`config.mk`:
```
export PLATFORM = sky130hd
export DESIGN_NAME = tv80_busctl
export DESIGN_NICKNAME = d
export VERILOG_FILES = /design/src/rtl/tv80_bus_pkg.sv /design/src/rtl/tv80_waitcnt.sv /design/src/rtl/tv80_busctl.sv
export SDC_FILE = /design/constraint.sdc
export NUM_CORES = 1
export LEC_CHECK = 0
export CAP_MARGIN = 30
export CELL_PAD_IN_SITES_DETAIL_PLACEMENT = 0
export CELL_PAD_IN_SITES_GLOBAL_PLACEMENT = 2
export CORE_MARGIN = 5
export CORE_UTILIZATION = 27
export DETAILED_ROUTE_END_ITERATION = 8
export PLACE_DENSITY_LB_ADDON = 0.1
export SYNTH_ARGS = -nofsm -noshare
export SYNTH_HDL_FRONTEND = slang
export SYNTH_HIERARCHICAL = 1
export SYNTH_SLANG_ARGS = --single-unit
```
`constraint.sdc`:
```
create_clock -name clk -period 3.3 [get_ports clk]
set_clock_uncertainty 0.1 [all_clocks]
set_input_delay 0.66 -clock clk [delete_from_list [all_inputs] [get_ports clk]]
set_output_delay 0.66 -clock clk [all_outputs]
set_load 0.01 [all_outputs]
```
`src/rtl/tv80_bus_pkg.sv`:
```
// rtl/tv80_bus_pkg.sv - shared T-state enum, command kinds and wait-state selection
package tv80_bus_pkg;

   typedef enum logic [2:0] {
      IDLE,
      T1,
      T2,
      TW,
      T3,
      T4,
      HOLD
   } bus_state_t;

   typedef enum logic [2:0] {
      MEM_RD,
      MEM_WR,
      IO_RD,
      IO_WR,
      M1,
      INTA
   } cmd_kind_t;

   // cmd_wr is meaningless on an M1 cycle, so it is dropped before it can select a write
   function automatic cmd_kind_t decode_kind(input logic m1, input logic io, input logic wr);
      cmd_kind_t k;
      if (m1 && io)  k = INTA;
      else if (m1)   k = M1;
      else if (io)   k = wr ? IO_WR : IO_RD;
      else           k = wr ? MEM_WR : MEM_RD;
      return k;
   endfunction

   function automatic logic is_m1_class(input cmd_kind_t k);
      return (k == M1) || (k == INTA);
   endfunction

   function automatic logic is_write(input cmd_kind_t k);
      return (k == MEM_WR) || (k == IO_WR);
   endfunction

   function automatic logic is_io(input cmd_kind_t k);
      return (k == IO_RD) || (k == IO_WR) || (k == INTA);
   endfunction

   // M1 fetches are memory cycles and share the memory wait count
   function automatic logic [2:0] wait_sel(input cmd_kind_t k, input logic [2:0] mem_w,
                                           input logic [2:0] io_w, input logic [2:0] inta_w);
      logic [2:0] w;
      if (k == INTA)       w = inta_w;
      else if (is_io(k))   w = io_w;
      else                 w = mem_w;
      return w;
   endfunction

endpackage

```
`src/rtl/tv80_waitcnt.sv`:
```
// rtl/tv80_waitcnt.sv - 3-bit load/decrement wait-state counter with zero flag
module tv80_waitcnt (
   input  logic       clk,
   input  logic       reset,
   input  logic       load,
   input  logic [2:0] load_val,
   input  logic       dec,
   output logic       zero
);

   logic [2:0] cnt;

   always_ff @(posedge clk or posedge reset) begin
      if (reset) begin
         cnt <= '0;
      end else if (load) begin
         cnt <= load_val;
      end else if (dec && (cnt != 3'd0)) begin
         cnt <= cnt - 3'd1;
      end
   end

   assign zero = (cnt == 3'd0);

endmodule

```
`src/rtl/tv80_busctl.sv`:
```
// rtl/tv80_busctl.sv - Z80-style T-state bus cycle sequencer with auto waits and bus hold
module tv80_busctl
   import tv80_bus_pkg::*;
#(
   parameter int ADDR_W    = 16,
   parameter int DATA_W    = 8,
   parameter int MEM_WAIT  = 0,
   parameter int IO_WAIT   = 1,
   parameter int INTA_WAIT = 2,
   parameter int T2WRITE   = 0
) (
   input  logic              clk,
   input  logic              reset,
   input  logic              req,
   output logic              rdy,
   input  logic              cmd_m1,
   input  logic              cmd_io,
   input  logic              cmd_wr,
   input  logic [ADDR_W-1:0] cmd_addr,
   input  logic [DATA_W-1:0] cmd_wdata,
   input  logic [ADDR_W-1:0] rfsh_addr,
   output logic              done,
   output logic [DATA_W-1:0] rdata,
   output logic [ADDR_W-1:0] A,
   output logic [DATA_W-1:0] dout,
   input  logic [DATA_W-1:0] di,
   output logic              m1_n,
   output logic              mreq_n,
   output logic              iorq_n,
   output logic              rd_n,
   output logic              wr_n,
   output logic              rfsh_n,
   input  logic              wait_n,
   input  logic              busrq_n,
   output logic              busak_n
);

   localparam logic EARLY_WR = (T2WRITE != 0);

   bus_state_t  state, state_nx, after_cmd;
   cmd_kind_t   kind, kind_in, kind_nx;
   logic        at_final, accept, cnt_zero, capture;
   logic [2:0]  wait_load;

   logic              m1_nx, mreq_nx, iorq_nx, rd_nx, wr_nx, rfsh_nx, busak_nx, done_nx;
   logic [ADDR_W-1:0] a_nx;
   logic [DATA_W-1:0] dout_nx;

   assign kind_in   = decode_kind(cmd_m1, cmd_io, cmd_wr);
   assign wait_load = wait_sel(kind_in, 3'(MEM_WAIT), 3'(IO_WAIT), 3'(INTA_WAIT));

   // M1-class cycles finish in T4 (refresh), all others in T3
   assign at_final = (state == T4) || ((state == T3) && !is_m1_class(kind));
   assign rdy      = busrq_n && ((state == IDLE) || at_final);
   assign accept   = req && rdy;
   assign kind_nx  = accept ? kind_in : kind;

   assign after_cmd = !busrq_n ? HOLD : (req ? T1 : IDLE);

   tv80_waitcnt u_waitcnt (
      .clk      (clk),
      .reset    (reset),
      .load     (accept),
      .load_val (wait_load),
      .dec      (state_nx == TW),
      .zero     (cnt_zero)
   );

   // wait_n only matters once the automatic waits have been used up
   always_comb begin
      state_nx = state;
      case (state)
         IDLE:    state_nx = after_cmd;
         T1:      state_nx = T2;
         T2, TW:  state_nx = (!cnt_zero || !wait_n) ? TW : T3;
         T3:      state_nx = is_m1_class(kind) ? T4 : after_cmd;
         T4:      state_nx = after_cmd;
         HOLD:    state_nx = busrq_n ? IDLE : HOLD;
         default: state_nx = IDLE;
      endcase
   end

   assign capture = ((state == T2) || (state == TW)) && (state_nx == T3) && !is_write(kind);

   // Bus outputs are computed for the state being entered so they can be registered
   always_comb begin
      m1_nx    = 1'b1;
      mreq_nx  = 1'b1;
      iorq_nx  = 1'b1;
      rd_nx    = 1'b1;
      wr_nx    = 1'b1;
      rfsh_nx  = 1'b1;
      busak_nx = 1'b1;
      done_nx  = 1'b0;
      a_nx     = A;
      dout_nx  = dout;
      case (state_nx)
         T1: begin
            a_nx  = cmd_addr;
            m1_nx = !is_m1_class(kind_nx);
            if (is_write(kind_nx)) dout_nx = cmd_wdata;
         end
         T2, TW: begin
            case (kind_nx)
               MEM_RD: begin mreq_nx = 1'b0; rd_nx = 1'b0; end
               IO_RD:  begin iorq_nx = 1'b0; rd_nx = 1'b0; end
               MEM_WR: begin mreq_nx = 1'b0; wr_nx = !((state_nx == TW) || EARLY_WR); end
               IO_WR:  begin iorq_nx = 1'b0; wr_nx = !((state_nx == TW) || EARLY_WR); end
               M1:     begin m1_nx = 1'b0; mreq_nx = 1'b0; rd_nx = 1'b0; end
               INTA:   begin m1_nx = 1'b0; iorq_nx = 1'b0; end
               default: ;
            endcase
         end
         T3: begin
            done_nx = 1'b1;
            if (is_m1_class(kind_nx)) begin
               a_nx    = rfsh_addr;
               rfsh_nx = 1'b0;
               mreq_nx = 1'b0;
            end else if (is_write(kind_nx)) begin
               wr_nx = 1'b0;
               if (is_io(kind_nx)) iorq_nx = 1'b0;
               else                mreq_nx = 1'b0;
            end
         end
         T4: begin
            a_nx    = rfsh_addr;
            rfsh_nx = 1'b0;
         end
         HOLD:    busak_nx = 1'b0;
         default: ;
      endcase
   end

   always_ff @(posedge clk or posedge reset) begin
      if (reset) begin
         state   <= IDLE;
         kind    <= MEM_RD;
         A       <= '0;
         dout    <= '0;
         rdata   <= '0;
         done    <= 1'b0;
         m1_n    <= 1'b1;
         mreq_n  <= 1'b1;
         iorq_n  <= 1'b1;
         rd_n    <= 1'b1;
         wr_n    <= 1'b1;
         rfsh_n  <= 1'b1;
         busak_n <= 1'b1;
      end else begin
         state   <= state_nx;
         kind    <= kind_nx;
         A       <= a_nx;
         dout    <= dout_nx;
         done    <= done_nx;
         m1_n    <= m1_nx;
         mreq_n  <= mreq_nx;
         iorq_n  <= iorq_nx;
         rd_n    <= rd_nx;
         wr_n    <= wr_nx;
         rfsh_n  <= rfsh_nx;
         busak_n <= busak_nx;
         if (capture) rdata <= di;
      end
   end

endmodule
```
==> results by group <==
Status
  • Status: complete, no violations

Routing
  • ANT nets after route: 0
  • Vias per std cell: 4.40
  • Vias: 1710
  • Drt drc: 0
  • DR pass1 iterations: 4
  • Drt wl/cell: 14.7 um
  • Routed wire length: 5700 um
  • Initial DRC count: 30

Layout
  • Most frequent cells in the layout: 96 x clkdlybuf4s50_1, 42 x dfrtp_1, 32 x mux2_2
  • Layout area overhead: 49.6%
  • Antenna diodes: 0
  • Most common cell after layout, fill and taps aside: clkdlybuf4s50_1
  • Number of nets in the layout: 338
  • Layout cells sized above 1: 0.263
  • Final Non-Filler Cells: 389

Floorplan
  • Die Area: 0.0108 mm^2
  • Chip Height: 104 um
  • Cell row count: 34
  • Ports: 97
  • Starting density of the core: 0.275
  • Core Area: 0.00868 mm^2
  • Die X: 104 um

Timing
  • Min Tclk post-route: 2840 ps
  • Final worst setup slack: 456 ps
  • Worst slew pin tran: 583 ps
  • Max frequency: 0.352 GHz
  • Max Slew Vio Count: 0
  • Setup_tns: 0 ps
  • Final period util: 0.862
  • Final hold viol count: 0
  • RSZ-0062 raised after global routing: no
  • Slew headroom: 0.611
  • Endpoints failing setup: 0

Worst setup path
  • Top Family by Delay on Critical Path: buffers and inverters
  • Slowest stage delay, CP: 530 ps
  • Startpoint Class: primary input
  • Buf/Inv on CP: 2
  • Crit path arrival time: 2080 ps
  • Sequence of cells on the critical path: clkdlybuf4s50_1 > nor2b_1 > o211a_1 > clkdlybuf4s50_1
  • CP Depth: 4
  • Cell mode on critical path: clkdlybuf4s50_1
  • Worst-path maximum fanout: 4
  • Slowest CP cell: clkdlybuf4s50_1
  • Worst Setup End Kind: output port
  • Req. time, crit path: 2540 ps
  • Reg2Reg Depth: 8
  • Crit Path Class: primary input to output port

Global route
  • GRT Resource Usage Total: 0.105
  • First-pass GRT wire length: 9320 um
  • Grt total ovfl: 0
  • Initial antenna violation count: 0
  • Vias in the first global route: 1773
  • Largest net degree at the start of global routing: 27

CTS
  • Buffer levels on the longest clock path: 2
  • Clk root buf: clkbuf_8
  • Clk Latency, worst-skew pair: 300 ps
  • Clock sink count: 49
  • Post-cts gate resize count: 0
  • Post-CTS setup buffers: 0
  • Hold Buf Count CTS: 0
  • TritonCTS clock tree: yes
  • H-tree depth: 2
  • Clk slew on worst S/H paths: 100 ps
  • CTS Buf Count: 5

Logic synthesis
  • Sequential share of the synthesized area: 0.518
  • Synth cell types: 50
  • Synth Cell Area: 0.00238 mm^2
  • Simple-gate share of the synthesized area: 0.121
  • Post-synth EDFFs: 0
  • Xor/xnor cell area share of the yosys netlist: 0
  • Syn nets: 236
  • Post-synthesis mux area share: 0.252
  • Largest family of logic cells by synthesized area: multiplexers
  • Top FF cell, synth: dfrtp_1
  • Synth warn: 6
  • Syn Area/Cell: 13.4 um^2
  • Post-Syn Instances: 178
  • Synth Area in Compound Gates: 0.0598
  • Synthesized flop and latch total: 49
  • Ys async rst share: 1.00
  • Adder-cell area share of the yosys netlist: 0.0105

Place
  • DP HPWL: 4420 um
  • IO Port Bufs: 96
  • Place WS: 297 ps
  • Cell count after placement: 381
  • Routability congestion estimate: 0.722

Power
  • P per Cell Area: 841 mW/mm^2
  • VDD IR-drop max: 0.281 mV
  • Leak pwr: 1.47 nW

Job
  • Max_cap viols: 0

Worst hold path
  • Worst hold path type: flip-flop to flip-flop
  • WHS Path Cells: 1
through the flow:
stage	cell area, um^2	power [mW]	hold slack (ps)	utilization
finish	3560	3.00	394	0.411
global route	3560	3.20	420	0.411
CTS	3560	3.06	401	0.411
detailed placement	3470	2.67	377	0.400
global placement	3470	2.68	370	0.400
floorplan	2380	1.98	314	-
synth_stat cells, types with 2 or more instances:
cell type	count	area (um^2)
mux2_4	10	150
buf_4	2	15.0
nor2b_1	5	31.3
dfstp_2	7	184
dfrtp_1	42	1050
mux2_2	32	360
mux2_1	8	90.1
or4b_1	3	30.0
inv_1	8	30.0
ha_1	2	25.0
nand2b_1	2	12.5
nand3b_1	2	15.0
a21oi_1	3	15.0
nand2_1	12	45.0
nor2_1	4	15.0
or3_1	2	12.5
cell families (layout without fill, tap and decap cells):
kind of cell | count (synthesis) | in the layout
AOI/OAI and AO/OA | 18 | 18
muxes | 50 | 50
other | 1 | 1
and+or+nand+nor | 44 | 44
buffers and inverters | 14 | 117
DFF | 49 | 49
adders and majority gates | 2 | 2
power by group:
part / internal, mW / switching (mW) / leakage [nW]
Combinational: 0.934 / 0.626 / 0.845
Clock: 0.153 / 0.210 / 0.0447
Sequential: 0.907 / 0.167 / 0.579
sequential cells by signal, summed over array words and instances (netlist names):
register       flops
A                 16
dout               8
m1_n               1
wr_n               1
kind               3
state              3
busak_n            1
u_waitcnt/cnt      3
iorq_n             1
rdata              8
rfsh_n             1
done               1
mreq_n             1
rd_n               1
layout make-up:
class	count	area, um^2
inverter	9	36.3
fill	848	5110
clock inverter	3	25.0
clock buffer	5	68.8
tap	108	135
multi-input combinational	115	1060
timing repair buffer	100	1000
sequential	49	1230
worst register-to-register path, delay by kind of cell (launching register included):
kind / cells / cell delay (ps)
compound gates: 2 / 520
fa+ha+maj: 2 / 480
flops: 1 / 380
mux: 1 / 370
simple gates: 2 / 490
buf+inv: 1 / 50
per-layer routing:
metal | up-vias | GRT usage | routed length, um
met5 | - | 0 | 0
met4 | 0 | 0.0305 | 72
met3 | 5 | 0.0286 | 345
met2 | 56 | 0.167 | 2750
met1 | 814 | 0.138 | 2540
li1 | 835 | - | -
path summary, 6_finish.rpt:
path | from | endpoint | slack [ps]
hold reg to reg | rdata[0]$_DFFE_PP0P_ | rdata[0]$_DFFE_PP0P_ | 390
setup / recovery | busrq_n | rdy | 460
hold / removal | rdata[0]$_DFFE_PP0P_ | rdata[0]$_DFFE_PP0P_ | 390
setup reg to reg | u_waitcnt/cnt[0]$_DFFE_PP0P_ | rdata[6]$_DFFE_PP0P_ | 800
min in group asynchronous | reset | u_waitcnt/cnt[2]$_DFFE_PP0P_ | 470
max in group asynchronous | reset | rfsh_n$_DFF_PP1_ | 1830
No activity file was read; power rests on OpenSTA's default activity.
